==> config.mk <==
export PLATFORM = sky130hd
export DESIGN_NAME = ctrl_sequencer
export DESIGN_NICKNAME = d
export VERILOG_FILES = /design/src/rtl/ctrl_sequencer.sv
export SDC_FILE = /design/constraint.sdc
export NUM_CORES = 1
export LEC_CHECK = 0
export BUFFER_PORTS_ARGS = -buffer_cell sky130_fd_sc_hd__buf_2
export CORE_AREA = 8 8 52 54
export CTS_CLUSTER_DIAMETER = 150
export CTS_CLUSTER_SIZE = 16
export DETAILED_ROUTE_END_ITERATION = 6
export DIE_AREA = 0 0 60 62
export GPL_TIMING_DRIVEN = 0
export PLACE_DENSITY = 0.65
export SLEW_MARGIN = 10
export SYNTH_ARGS = -nofsm -noshare
export SYNTH_HDL_FRONTEND = slang
export SYNTH_SLANG_ARGS = --single-unit
==> constraint.sdc <==
create_clock -name Clk -period 1.8 [get_ports Clk]
set_clock_uncertainty 0.1 [all_clocks]
set_input_delay 0.36 -clock Clk [delete_from_list [all_inputs] [get_ports Clk]]
set_output_delay 0.36 -clock Clk [all_outputs]
set_load 0.05 [all_outputs]
==> src/rtl/ctrl_sequencer.sv <==
// Multi-cycle control sequencer: accepts machine code over valid/ready and drives
// registered datapath strobes; loads/stores span MEM_LAT cycles. Optional retire counter: CTRL_SEQ_RETIRE_CNT_EN.
module ctrl_sequencer #(
  parameter int MCODEBITS = 9,
  parameter int OPW       = 3,
  parameter int ALUOPW    = 3,
  parameter int MEM_LAT   = 2
) (
  input  logic                 Clk,
  input  logic                 Reset,
  input  logic                 start,
  input  logic                 instr_valid,
  input  logic [MCODEBITS-1:0] instr,
  output logic                 instr_ready,
  output logic                 WantZero,
  output logic                 Branch,
  output logic                 MemtoReg,
  output logic                 MemWrite,
  output logic                 ALUSrc,
  output logic                 RegWrite,
  output logic                 RegOpOrOther,
  output logic [ALUOPW-1:0]    ALUOp,
  output logic                 PCEn,
  output logic                 Busy,
  output logic                 Done
`ifdef CTRL_SEQ_RETIRE_CNT_EN
  ,
  output logic [15:0]          retire_cnt
`endif
);

  localparam logic [1:0] S_IDLE     = 2'd0;
  localparam logic [1:0] S_EXEC     = 2'd1;
  localparam logic [1:0] S_MEM_WAIT = 2'd2;
  localparam logic [1:0] S_HALT     = 2'd3;

  localparam logic [OPW-1:0] OP_OR     = OPW'(0);
  localparam logic [OPW-1:0] OP_FLIP   = OPW'(1);
  localparam logic [OPW-1:0] OP_SUB    = OPW'(2);
  localparam logic [OPW-1:0] OP_BRANCH = OPW'(3);
  localparam logic [OPW-1:0] OP_MVI    = OPW'(4);
  localparam logic [OPW-1:0] OP_LOAD   = OPW'(5);
  localparam logic [OPW-1:0] OP_STORE  = OPW'(6);

  localparam logic [ALUOPW-1:0] ALU_OR   = ALUOPW'(7);
  localparam logic [ALUOPW-1:0] ALU_FLIP = ALUOPW'(2);
  localparam logic [ALUOPW-1:0] ALU_SUB  = ALUOPW'(6);
  localparam logic [ALUOPW-1:0] ALU_ADD  = ALUOPW'(0);

  // A single-cycle memory latency never needs the wait state or its counter.
  localparam bit MULTI = (MEM_LAT > 1);
  localparam int CW    = MULTI ? $clog2(MEM_LAT) : 1;
  localparam logic [CW-1:0] WAIT_INIT = CW'(MULTI ? MEM_LAT - 2 : 0);

  typedef struct packed {
    logic              want_zero;
    logic              branch;
    logic              mem_to_reg;
    logic              mem_write;
    logic              alu_src;
    logic              reg_write;
    logic              reg_op;
    logic [ALUOPW-1:0] alu_op;
    logic              pc_en;
  } ctrl_t;

  localparam ctrl_t CTRL_NOOP = ctrl_t'({7'b0, {ALUOPW{1'b1}}, 1'b0});

  logic [1:0]     state_q, state_nx;
  logic [CW-1:0]  cnt_q, cnt_nx;
  ctrl_t          ctrl_q, ctrl_nx, dec;
  logic [OPW-1:0] opcode;
  logic           is_halt;
  logic           is_mem;

  assign opcode  = instr[MCODEBITS-1 -: OPW];
  assign is_halt = &instr;
  assign is_mem  = (opcode == OP_LOAD) || (opcode == OP_STORE);

  // Decoded controls for the first output cycle of the presented instruction.
  always_comb begin
    dec       = CTRL_NOOP;
    dec.pc_en = 1'b1;
    case (opcode)
      OP_OR:     begin dec.reg_write = 1'b1; dec.alu_op = ALU_OR;   end
      OP_FLIP:   begin dec.reg_write = 1'b1; dec.alu_op = ALU_FLIP; end
      OP_SUB:    begin dec.reg_write = 1'b1; dec.alu_op = ALU_SUB;  end
      OP_BRANCH: begin dec.branch    = 1'b1; dec.alu_op = ALU_ADD;  end
      OP_MVI: begin
        dec.reg_write = 1'b1;
        dec.alu_src   = 1'b1;
        dec.want_zero = 1'b1;
        dec.alu_op    = ALU_ADD;
      end
      OP_LOAD: begin
        dec.mem_to_reg = 1'b1;
        dec.reg_write  = !MULTI;
        dec.pc_en      = !MULTI;
      end
      OP_STORE: begin
        dec.mem_write = 1'b1;
        dec.pc_en     = !MULTI;
      end
      default: begin dec.reg_write = 1'b1; dec.reg_op = 1'b1; end
    endcase
  end

  always_comb begin
    // NOTE: every signal assigned here gets a default first so no path infers a latch.
    state_nx = state_q;
    cnt_nx   = cnt_q;
    ctrl_nx  = CTRL_NOOP;
    case (state_q)
      S_IDLE, S_HALT: begin
        if (start) state_nx = S_EXEC;
      end
      S_EXEC: begin
        if (instr_valid) begin
          if (is_halt) begin
            state_nx = S_HALT;
          end else begin
            ctrl_nx = dec;
            if (MULTI && is_mem) begin
              state_nx = S_MEM_WAIT;
              cnt_nx   = WAIT_INIT;
            end
          end
        end
      end
      S_MEM_WAIT: begin
        // Hold the memory strobes; write-back and PC advance land on the last cycle.
        ctrl_nx           = ctrl_q;
        ctrl_nx.pc_en     = (cnt_q == '0);
        ctrl_nx.reg_write = (cnt_q == '0) && ctrl_q.mem_to_reg;
        if (cnt_q == '0) state_nx = S_EXEC;
        else             cnt_nx   = cnt_q - CW'(1);
      end
      default: state_nx = S_IDLE;
    endcase
  end

  // NOTE: sequential state uses non-blocking assignments so all registers update together.
  always_ff @(posedge Clk or posedge Reset) begin
    if (Reset) begin
      state_q <= S_IDLE;
      cnt_q   <= '0;
      ctrl_q  <= CTRL_NOOP;
    end else begin
      state_q <= state_nx;
      cnt_q   <= cnt_nx;
      ctrl_q  <= ctrl_nx;
    end
  end

  assign instr_ready  = (state_q == S_EXEC);
  assign Busy         = (state_q == S_EXEC) || (state_q == S_MEM_WAIT);
  assign Done         = (state_q == S_HALT);
  assign WantZero     = ctrl_q.want_zero;
  assign Branch       = ctrl_q.branch;
  assign MemtoReg     = ctrl_q.mem_to_reg;
  assign MemWrite     = ctrl_q.mem_write;
  assign ALUSrc       = ctrl_q.alu_src;
  assign RegWrite     = ctrl_q.reg_write;
  assign RegOpOrOther = ctrl_q.reg_op;
  assign ALUOp        = ctrl_q.alu_op;
  assign PCEn         = ctrl_q.pc_en;

`ifdef CTRL_SEQ_RETIRE_CNT_EN
  logic [15:0] retire_q;

  always_ff @(posedge Clk or posedge Reset) begin
    if (Reset)                  retire_q <= '0;
    else if (Busy && ctrl_q.pc_en) retire_q <= retire_q + 16'd1;
  end

  assign retire_cnt = retire_q;
`endif

endmodule

# Word-level counts from Yosys, hierarchy flattened
# Index checks and enable logic that the tools add are counted.
# word_totals
regBits	14
output_inout_bits	14
# op_classes
add_sub_neg	1
eq_ne	15
mux	22
bitwise	1
reduce_logical	14
# ops
op	count
11-bit two-way mux	2
11-bit one-hot mux with 2 select lines	1
1-bit two-way mux	11
2-bit two-way mux	5
3-bit equality test, second input constant	3
3-bit one-hot mux with 3 select lines	1
9-bit AND reduction	1
2-bit inequality test, second input constant	4
4-bit AND reduction	2
7-bit OR reduction	1
3-bit by 2-bit equality test with 1-bit output, second input constant	2
2-bit one-hot mux with 3 select lines	1
2-bit OR reduction	3
2-bit equality test, second input constant	2
3-bit by 1-bit equality test with 1-bit output, second input constant	1
3-bit zero test	1
3-bit by 1-bit inequality test with 1-bit output, second input constant	1
3-bit OR reduction	1
2-bit by 1-bit equality test with 1-bit output, second input constant	1
2-bit zero test	1
1-bit logical OR	2
2-bit by 1-bit inequality test with 1-bit output, second input constant	1
1-bit one-hot mux with 2 select lines	1
2-bit nonzero test	1
3 further kinds	3

# Longest topological paths before layout
# Gate-level depths: netlist (run 1).
# logic_depth
ltp_word	6
depth_mapped	5
ltp_nobuf	5

# Worst setup path after synthesis (run 1)
# No wires, ideal clock.
# synth_timing
kind	flip-flop to flip-flop
start	register state_q[0]
end	register ctrl_q (netlist bit MemtoReg)
arrival_ps	1612
t_required_ps	1590
slack_ps	-22
path_stages_with_launch	6
n_path_buf	0
path_cell_list	dfrtp_1 -> inv_1 -> ha_1 -> inv_1 -> nand4_1 -> o41ai_1
# synth_between
elab_chain_len	2
word_cells_on_any_way	3
classes_between	eq/ne: 2; mux: 1
# synth_rtl
element	line	rtl
start: declaration	69	logic [1:0] state_q, state_nx;
start signal: assignment	149	state_q <= state_nx;
2-bit equality test or 2-bit by 1-bit equality test with 1-bit output (tied branches)	113	case (state_q)
11-bit one-hot mux with 2 select lines	113	
end signal: assignment	151	ctrl_q <= ctrl_nx;
end: declaration	71	ctrl_t ctrl_q, ctrl_nx, dec;
# Parallel ways exist; a longest one is shown, timed or not.
# A chain may end at the register's enable or synchronous reset.

# Worst setup path in the final report (run 1)
# layout_timing
start	register state_q[0]
end	output Busy
# layout_between
elab_chain_len	2
word_cells_on_any_way	3
classes_between	eq/ne: 2; reduce/logical: 1
# layout_rtl
element	line	rtl
2-bit by 1-bit equality test with 1-bit output or 2-bit equality test (tied branches)	156	assign Busy = (state_q == S_EXEC) || (state_q == S_MEM_WAIT);
1-bit logical OR (*)	156	
end: declaration	24	output logic Busy,
# Mark *: on every way between the ends. The rest lies on a longest branch, timed or not.

==> qor_table.md, run 1 <==
| Parameter | This run |
| --- | --- |
| Die area | 3720 um2 |
| Yosys top cell by area | sky130_fd_sc_hd__dfrtp_1 |
| Area fraction of the dominant cell type after synthesis | 0.3103 |
| IO Count | 27 |
| Pre-CTS setup slack | 0.1074 ns |
| Number of maximum-capacitance constraint violations | 0 |
| Source of the worst register-to-register timing path | state_q[0] |
| Post-synthesis average cell area | 10.52 um2 |
| Portion of total power attributed to sequential cells | 0.276 |
| Most Crowded Layer GR | met2 |
| Average wire length per cell after detail routing | 14.04 um |
| Hold Path End | ALUSrc |
| Overflow left after global routing | 0 |
| Setup Viol. Count Final | 0 |
| Post-route DRC | 0 |
| RSZ-0062 raised after global routing | yes |
| Fraction of met1 tracks used by global routing | 0.09976 |
| Required time of the worst setup path | 1.34 ns |
| Kind of start point of the critical path | flop |
| Filler cell count | 176 |
| Fin area | 977.2 um2 |
| NumNets Final | 118 |
| Share of final-layout standard cells stronger than drive strength 1 | 0.4851 |
| Clock latency reported for the late side of the worst-skew pair | 0.27 ns |
| Hold path startpoint | instr[6] |
| Max Freq | 564.9 MHz |
| Starting density of the core | 0.3816 |
| Number of nets still failing antenna checks after routing | 0 |
| Period Utilization, post-route | 0.9835 |
| Number of DRC violations after detailed-routing iteration 0 | 6 |
| Shortest period the worst path allows | 1.770 ns |
| Clock transition at the register clock pins on the worst setup and hold paths after CTS | 0.07 ns |
| Fraction of met3 tracks used by global routing | 0.03086 |
| Number of antenna violations at the first check in global routing | 0 |
| Share of total power in the clock network | 0.166 |
| # clock sinks | 12 |
| Worst Hold Class | in -> reg |
| Post-synthesis instance area | 725.7 um2 |
| Tot GR Track Use | 0.1079 |
| Fraction of met2 tracks used by global routing | 0.1938 |
| Count of state elements after synthesis | 12 |
| Data arrival time of the critical path | 1.31 ns |
| Kind of critical path | reg -> out |
| Run status | finished, final reports clean |
| Maximum number of pins on one net before global-route repair | 13 |
| Avg Vias per Cell | 4.945 |
| Max-slew violation count | 0 |
| Worst VDD drop | 496.2 uV |
| Leading post-synthesis cells by cell area | sky130_fd_sc_hd__dfrtp_1 (31%), sky130_fd_sc_hd__dfstp_2 (11%), sky130_fd_sc_hd__ha_1 (5.2%) |
| Leakage power | 0.4769 nW |
| CTS tree | yes |
| Synth Flop Type | sky130_fd_sc_hd__dfrtp_1 |
| Library cell used as clock root buffer | sky130_fd_sc_hd__clkbuf_4 |
| Hold Fails Final Rpt | 0 |
| Worst slew slack as a fraction of its limit | 0.6924 |
| Total number of placement rows | 16 |
| Die X | 60 um |
| Distinct cell type count after synthesis | 33 |
| Net switching share of the total power | 0.4574 |
| Hold Path Cell Cnt | 2 |
| Vias after detailed routing | 633 |
| CTS Buffer Depth | 2 |
| Combinational fraction of design power | 0.558 |
| Floorplan die height | 62 um |
| Maximum level of the CTS H-tree | 1 |
| Total power divided by cell area | 1312 nW/um2 |
| FFs w/ async S/R, synth | 1.000 |
| Final weighted congestion of routability-driven global placement | 0.7797 |
| Internal Pwr Total | 0.6958 mW |
| Number of enable flip-flop cells after synthesis | 0 |
| Total wirelength of the detailed-routed design | 1797 um |
| Actual slew at the worst max-slew pin | 0.4609 ns |
| Yosys warnings | 0 |
| Worst reg2reg endpoint | state_q[0] |
| Global-route wire length before repair | 2932 um |
| Number of antenna repair diodes | 0 |
| Kind of capture point of the worst setup path | primary output |
| Count of cells along the worst register-to-register path | 5 |
| Count of mapped cells out of synthesis | 69 |
| Placeable core region | 1902 um2 |
| Count of buffers inserted at the top-level ports | 24 |
| First-pass detailed-route iteration total | 4 |
| Number of global-route vias before repair | 669 |
| Proportion of synthesized chip area in sequential cells | 0.4190 |
| Total CTS buffers | 3 |
| Post-synthesis net count | 85 |
| Layout overhead on the synthesized area | 34.66% |
| Maximum fanout along the worst path | 5 |
| Final worst-path setup slack | 0.02966 ns |
| Post-detail-place hpwl | 1382 um |
| Setup slack of the most critical reg-to-reg path | 0.22 ns |
| Switching power | 0.5867 mW |
| Total cell area at the placement stage | 883.3 um2 |
state kept, by name, summed over array words and instances (netlist names):
register and flops:
RegOpOrOther 1, RegWrite 1, ALUSrc 1, ALUOp 3, Branch 1, PCEn 1
MemWrite 1, MemtoReg 1, state_q 2
placed cells by master (no fill, tap or decap), drive strengths merged, types with 2 or more instances in the layout:
cell / Yosys / routed
nand2b: 3 / 3
nand2: 8 / 8
dfrtp: 9 / 9
clkbuf: 1 / 5
dfstp: 3 / 3
inv: 8 / 7
xor2: 2 / 2
o31a: 3 / 3
nand4: 3 / 3
nand3: 2 / 2
o41ai: 4 / 4
ha: 3 / 3
buf: 3 / 30
o31ai: 2 / 2
how the worst max path moves through the flow:
stage	start	end	slack, ns	cells past startpoint
4_1_cts	state_q[1]	instr_ready	0.009	3
5_1_grt	state_q[0]	Busy	-0.02	4
3_5_place_dp	state_q[0]	state_q[0]	0.11	5
2_1_floorplan	state_q[1]	RegWrite	0.06	4
6_report	state_q[0]	Busy	0.03	4
3_3_place_gp	state_q[0]	state_q[0]	0.12	5
area by class of cell:
cell class | instances | area, um2 | area share
sequential | 12 | 305.3 | 0.3124
multi-input combinational | 45 | 372.9 | 0.3816
inverter | 8 | 33.78 | 0.03457
clock buffer | 4 | 36.28 | 0.03713
buffer | 4 | 33.78 | 0.03457
timing repair buffer | 28 | 161.4 | 0.1652
tap | 27 | 33.78 | 0.03457
metrics by stage:
step           setup TNS (ns)    util  std cells  hold slack, ns  power (mW)
2_1_floorplan               0       -         69          0.1226      0.8478
3_3_place_gp                0  0.4645        120          0.2791      0.9678
3_5_place_dp                0  0.4645        120          0.2903      0.9754
4_1_cts                     0  0.5125        128          0.2017       1.286
5_1_grt              -0.02359  0.5138        128          0.2198       1.346
6_report                    0  0.5138        128          0.2106       1.282
synth_stat cells, types with 2 or more instances:
cell	n
sky130_fd_sc_hd__dfrtp_1	9
sky130_fd_sc_hd__inv_1	8
sky130_fd_sc_hd__nand2_1	7
sky130_fd_sc_hd__o41ai_1	4
sky130_fd_sc_hd__dfstp_2	3
sky130_fd_sc_hd__ha_1	3
sky130_fd_sc_hd__nand2b_1	3
sky130_fd_sc_hd__o31a_1	3
sky130_fd_sc_hd__buf_6	2
sky130_fd_sc_hd__nand4_1	2
sky130_fd_sc_hd__o31ai_1	2
sky130_fd_sc_hd__xor2_1	2
kinds of logic after synthesis:
logic type | share of synthesized area
and+or+nand+nor | 0.1983
adders and majority gates | 0.05173
buffers and inverters | 0.08793
AOI/OAI and AO/OA | 0.2052
DFF | 0.4190
muxes | 0.01379
xor gates and xnor gates | 0.02414
layer usage:
metal,vias up,routed length (um)
met4,0,54
met2,24,902
met3,5,126
li1,313,-
met5,-,0
met1,291,713
critical path, stage by stage (launching register included):
cell,delay [ns]
sky130_fd_sc_hd__dfrtp_1,0.38
sky130_fd_sc_hd__inv_2,0.07
sky130_fd_sc_hd__ha_4,0.29
sky130_fd_sc_hd__clkinvlp_4,0.12
sky130_fd_sc_hd__buf_6,0.17
power by group through the flow:
stage | Sequential (mW) | Clock (mW) | Combinational (mW)
after floorplan | 0.486 | 0 | 0.362
after global placement | 0.359 | 0 | 0.609
after detailed placement | 0.360 | 0 | 0.615
after CTS | 0.352 | 0.222 | 0.712
after global routing | 0.362 | 0.228 | 0.755
final | 0.355 | 0.213 | 0.715
what timing repair did:
item,in CTS,in global routing
setup buffers,3,0
setup endpoints to repair,2,2
resized for setup,5,2
endpoints found under the hold margin,9,0
hold buffers,1,0
(Power assumes the default switching activity.)
==> run 2, diff against run 1 <==
- CELL_PAD_IN_SITES_DETAIL_PLACEMENT: default -> 0
- CELL_PAD_IN_SITES_GLOBAL_PLACEMENT: default -> 1
- CORE_AREA: 8 8 52 54 -> 8 8 55 57
- DIE_AREA: 0 0 60 62 -> 0 0 63 65
- PLACE_DENSITY: 0.65 -> 0.74
==> qor_table.md, run 2 (synthesis gave the netlist of run 1 again) <==
| Parameter | This run |
| --- | --- |
| Run status | finished, final reports clean |
| Hold Path Cell Cnt | 2 |
| Global-route wire length before repair | 2925 um |
| Source of the worst register-to-register timing path | state_q[0] |
| Worst VDD drop | 510.5 uV |
| Number of flip-flops under the largest register name | 3 |
| Leakage power | 0.4761 nW |
| Data arrival time of the critical path | 1.31 ns |
| Worst slew slack as a fraction of its limit | 0.6949 |
| Count of buffers inserted at the top-level ports | 24 |
| # clock sinks | 12 |
| Maximum number of pins on one net before global-route repair | 13 |
| Actual slew at the worst max-slew pin | 0.4572 ns |
| Total CTS buffers | 3 |
| Avg Vias per Cell | 4.822 |
| Required time of the worst setup path | 1.34 ns |
| Post-route DRC | 0 |
| IO Count | 27 |
| Internal Pwr Total | 0.7033 mW |
| Kind of critical path | reg -> out |
| Clock transition at the register clock pins on the worst setup and hold paths after CTS | 0.08 ns |
| Maximum fanout along the worst path | 4 |
| Setup slack of the most critical reg-to-reg path | 0.17 ns |
| Tot GR Track Use | 0.08711 |
| First-pass detailed-route iteration total | 4 |
| Overflow left after global routing | 0 |
| Share of final-layout standard cells stronger than drive strength 1 | 0.4851 |
| RSZ-0062 raised after global routing | yes |
| Placeable core region | 2148 um2 |
| Kind of start point of the critical path | flop |
| Power after layout | 1.286 mW |
| Period Utilization, post-route | 0.9806 |
| Cell total after placement | 121 |
| Number of maximum-capacitance constraint violations | 0 |
| Worst Hold Class | in -> reg |
| Post-detail-place hpwl | 1351 um |
| Number of global-route vias before repair | 659 |
| Cells along the critical path | inv_2 > ha_4 > clkinvlp_4 > buf_6 |
| Final cell count without fillers | 129 |
| Crit path largest cell delay | 0.41 ns |
| Max-slew violation count | 0 |
| Hold Path End | MemWrite |
| CTS tree | yes |
| Setup Viol. Count Final | 0 |
| Count of cells along the worst register-to-register path | 6 |
| Clock latency reported for the late side of the worst-skew pair | 0.27 ns |
| Kind of capture point of the worst setup path | primary output |
| Share of total power in the clock network | 0.167 |
| Hold Fails Final Rpt | 0 |
| Total number of placement rows | 17 |
| Slowest library cell on the worst path | sky130_fd_sc_hd__dfrtp_1 |
| CTS Buffer Depth | 2 |
| Library cell used as clock root buffer | sky130_fd_sc_hd__clkbuf_4 |
| Die area | 4095 um2 |
| Number of antenna violations at the first check in global routing | 0 |
| Shortest period the worst path allows | 1.765 ns |
| Maximum level of the CTS H-tree | 1 |
| Worst reg2reg endpoint | ALUSrc |
| Portion of total power attributed to sequential cells | 0.281 |
| Max Freq | 566.6 MHz |
| Util after Layout | 0.4554 |
| Kind of cell adding the most delay to the critical path | flip-flops |
| Number of antenna repair diodes | 0 |
| NumNets Final | 118 |
| Number of DRC violations after detailed-routing iteration 0 | 19 |
| Hold path startpoint | instr[6] |
| Total power divided by cell area | 1314 nW/um2 |
| Floorplan die height | 65 um |
| Switching power | 0.5828 mW |
| Layout overhead on the synthesized area | 34.83% |
| Vias after detailed routing | 622 |
| Crit path buf inv count | 3 |
| Die X | 63 um |
| Most frequent standard cell in the layout excluding fill and tap cells | sky130_fd_sc_hd__buf_2 |
| Most frequent cells in the layout | sky130_fd_sc_hd__buf_2 (22), sky130_fd_sc_hd__dfrtp_1 (8), sky130_fd_sc_hd__nand2_1 (7) |
| Min Hold Slack | 0.2100 ns |
| Average wire length per cell after detail routing | 13.39 um |
| Number of nets still failing antenna checks after routing | 0 |
| Net switching share of the total power | 0.4532 |
| Starting density of the core | 0.3378 |
| Final weighted congestion of routability-driven global placement | 0.7542 |
| Total wirelength of the detailed-routed design | 1727 um |
| Combinational fraction of design power | 0.553 |
## run 2: layer usage
metal	vias to the layer above	share of wire	track usage
met1	282	0.45	0.09533
li1	313	-	-
met3	4	0.053	0.01546
met5	-	0	0
met2	23	0.48	0.1511
met4	0	0.023	0.05983
## run 2: what timing repair did
action,in CTS,in global routing
hold buffers,1,0
setup buffers,2,1
hold endpoints to repair,9,0
pin swaps,0,0
resized for setup,6,1
endpoints found under the setup margin,2,2
## run 2: final cells by class
type                       count  area [um2]
sequential                    12       305.3
inverter                       8       33.78
multi-input combinational     45       372.9
buffer                         4       33.78
timing repair buffer          28       161.4
fill                         220        1170
clock buffer                   4       36.28
tap                           28       35.03
## run 2: how the worst max path moves through the flow
stage / start / to / slack (ns) / depth (start not counted)
finish: state_q[0] / Busy / 0.03 / 4
global route: state_q[0] / Busy / -0.007 / 4
CTS: state_q[1] / Busy / 0.003 / 3
detailed placement: state_q[0] / state_q[0] / 0.10 / 5
global placement: state_q[0] / state_q[0] / 0.09 / 5
floorplan: state_q[1] / RegWrite / 0.06 / 4
## run 2: worst register-to-register path, delay by kind of cell, from the launching register on
family                   cells  cell delay [ns]
AND/OR/NAND/NOR              1             0.19
AO/OA/AOI/OAI                1             0.29
adder cells (fa/ha/maj)      1             0.26
flip-flops                   1             0.41
buffers and inverters        3             0.27
## run 2: through the flow
| stage | worst slack, ns | TNS (ns) | area (um2) |
|---|---|---|---|
| global route | -0.007373 | -0.007373 | 978.4 |
| floorplan | 0.05557 | 0 | 729.5 |
| CTS | 0.003485 | 0 | 969.7 |
| detailed placement | 0.1042 | 0 | 884.6 |
| finish | 0.03496 | 0 | 978.4 |
| global placement | 0.09487 | 0 | 884.6 |
## run 2: power groups by stage
stage / logic, mW / clock network, mW / registers (mW)
after floorplan: 0.362 / 0 / 0.486
after global placement: 0.612 / 0 / 0.360
after CTS: 0.695 / 0.219 / 0.360
after global routing: 0.759 / 0.226 / 0.367
final: 0.711 / 0.214 / 0.361
after detailed placement: 0.610 / 0 / 0.362
==> run 3, diff against run 2 <==
- GPL_TIMING_DRIVEN: 0 -> default
==> qor_table.md, run 3 (synthesis gave the netlist of run 1 again) <==
| Parameter | This run |
| --- | --- |
| Most frequent standard cell in the layout excluding fill and tap cells | sky130_fd_sc_hd__buf_2 |
| Avg Vias per Cell | 4.985 |
| Power after layout | 1.331 mW |
| First-pass detailed-route iteration total | 4 |
| Period Utilization, post-route | 0.9776 |
| Setup Viol. Count Final | 0 |
| Die area | 4095 um2 |
| Total number of placement rows | 17 |
| Number of global-route vias before repair | 681 |
| Kind of capture point of the worst setup path | primary output |
| Number of nets still failing antenna checks after routing | 0 |
| Fin area | 977.2 um2 |
| Max Freq | 568.3 MHz |
| Maximum level of the CTS H-tree | 1 |
| Internal Pwr Total | 0.7304 mW |
| Data arrival time of the critical path | 1.30 ns |
| Clock latency reported for the late side of the worst-skew pair | 0.27 ns |
| Portion of total power attributed to sequential cells | 0.265 |
| Vias after detailed routing | 648 |
| CTS tree | yes |
| Number of antenna violations at the first check in global routing | 0 |
| Layout overhead on the synthesized area | 34.66% |
| Worst slew slack as a fraction of its limit | 0.6907 |
| # clock sinks | 12 |
| Total power divided by cell area | 1362 nW/um2 |
| Max-slew violation count | 0 |
| Post-route setup TNS | 0 ns |
| Starting density of the core | 0.3378 |
| Final weighted congestion of routability-driven global placement | 0.8209 |
| Overflow left after global routing | 0 |
| Leakage power | 0.4830 nW |
| Share of total power in the clock network | 0.160 |
| Die X | 63 um |
| Maximum fanout along the worst path | 4 |
| Switching power | 0.6003 mW |
| Final cell count without fillers | 130 |
| Global-route wire length before repair | 3187 um |
| NumNets Final | 119 |
| Net switching share of the total power | 0.4511 |
| IO Count | 27 |
| Shortest period the worst path allows | 1.760 ns |
| Floorplan die height | 65 um |
| Tot GR Track Use | 0.09350 |
| Number of maximum-capacitance constraint violations | 0 |
| Final worst-path setup slack | 0.04040 ns |
| Cell total after placement | 120 |
| Library cell used as clock root buffer | sky130_fd_sc_hd__clkbuf_4 |
| Combinational fraction of design power | 0.575 |
| Number of DRC violations after detailed-routing iteration 0 | 32 |
| Min Hold Slack | 0.2857 ns |
| Clock transition at the register clock pins on the worst setup and hold paths after CTS | 0.08 ns |
| Worst VDD drop | 602.6 uV |
| CTS Buffer Depth | 2 |
| Post-detail-place hpwl | 1370 um |
| Pre-CTS setup slack | 0.08427 ns |
| Share of final-layout standard cells stronger than drive strength 1 | 0.4902 |
| Required time of the worst setup path | 1.34 ns |
| Total CTS buffers | 3 |
| Worst Hold Class | in -> reg |
| Kind of start point of the critical path | flop |
| Util after Layout | 0.4549 |
| Placeable core region | 2148 um2 |
| Most frequent cells in the layout | sky130_fd_sc_hd__buf_2 (24), sky130_fd_sc_hd__dfrtp_1 (8), sky130_fd_sc_hd__nand2_1 (7), sky130_fd_sc_hd__inv_1 (7), sky130_fd_sc_hd__buf_4 (7) |
| Total cell area at the placement stage | 868.3 um2 |
| Run status | finished, final reports clean |
| Post-route DRC | 0 |
| Average wire length per cell after detail routing | 14.12 um |
| Number of antenna repair diodes | 0 |
| Total wirelength of the detailed-routed design | 1835 um |
| Count of buffers inserted at the top-level ports | 26 |
| Actual slew at the worst max-slew pin | 0.4635 ns |
| Hold Fails Final Rpt | 0 |
| Number of flip-flops under the largest register name | 3 |
| Kind of critical path | reg -> out |
| Maximum number of pins on one net before global-route repair | 15 |
==> run 3: cell types whose count changed in the layout (fill, tap and decap cells not counted) <==
cell	previous run	this run
sky130_fd_sc_hd__buf_2	22	24
sky130_fd_sc_hd__buf_4	5	7
sky130_fd_sc_hd__buf_6	3	1
sky130_fd_sc_hd__clkbuf_1	1	0
sky130_fd_sc_hd__inv_1	6	7
sky130_fd_sc_hd__inv_2	1	0
==> run 3: metal layers <==
metal / track usage / part of all wire
met5: 0 / 0
met4: 0.05128 / 0.015
met3: 0.02234 / 0.049
met2: 0.1588 / 0.52
met1: 0.1062 / 0.41
==> run 3: worst paths after layout <==
kind | from | end | slack [ns] | cells past startpoint
max | state_q[1] | Busy | 0.04 | 3
min | instr[7] | MemtoReg | 0.29 | 2
max reg2reg | state_q[0] | MemWrite | 0.15 | 6
min reg2reg | MemWrite | MemWrite | 0.38 | 2
max in group asynchronous | Reset | state_q[1] | 0.72 | 3
min in group asynchronous | Reset | Branch | 0.54 | 3
==> run 3: timing repair <==
| item | CTS | global route |
|---|---|---|
| hold buffers | 1 | 0 |
| resized for setup | 5 | 1 |
| pin swaps | 0 | 1 |
| setup endpoints to repair | 2 | 2 |
| buffers inserted | 2 | 3 |
| endpoints found under the hold margin | 9 | 0 |
==> run 3: power by group through the flow <==
stage	Combinational (mW)	Clock (mW)	Sequential (mW)
after floorplan	0.362	0	0.486
after detailed placement	0.614	0	0.360
after CTS	0.695	0.220	0.353
after global placement	0.605	0	0.358
final	0.765	0.213	0.353
after global routing	0.807	0.238	0.359
==> run 3: area by class of cell <==
class / instances / area [um2]
tap: 28 / 35.03
timing repair buffer: 33 / 193.9
clock buffer: 4 / 36.28
inverter: 8 / 33.78
sequential: 12 / 305.3
fill: 233 / 1171
multi-input combinational: 45 / 372.9
==> run 3: worst max-delay path, stage by stage, from the launching register on <==
cell and delay [ns]:
sky130_fd_sc_hd__dfrtp_2 0.45, sky130_fd_sc_hd__ha_4 0.30, sky130_fd_sc_hd__clkinvlp_4 0.11, sky130_fd_sc_hd__buf_6 0.17
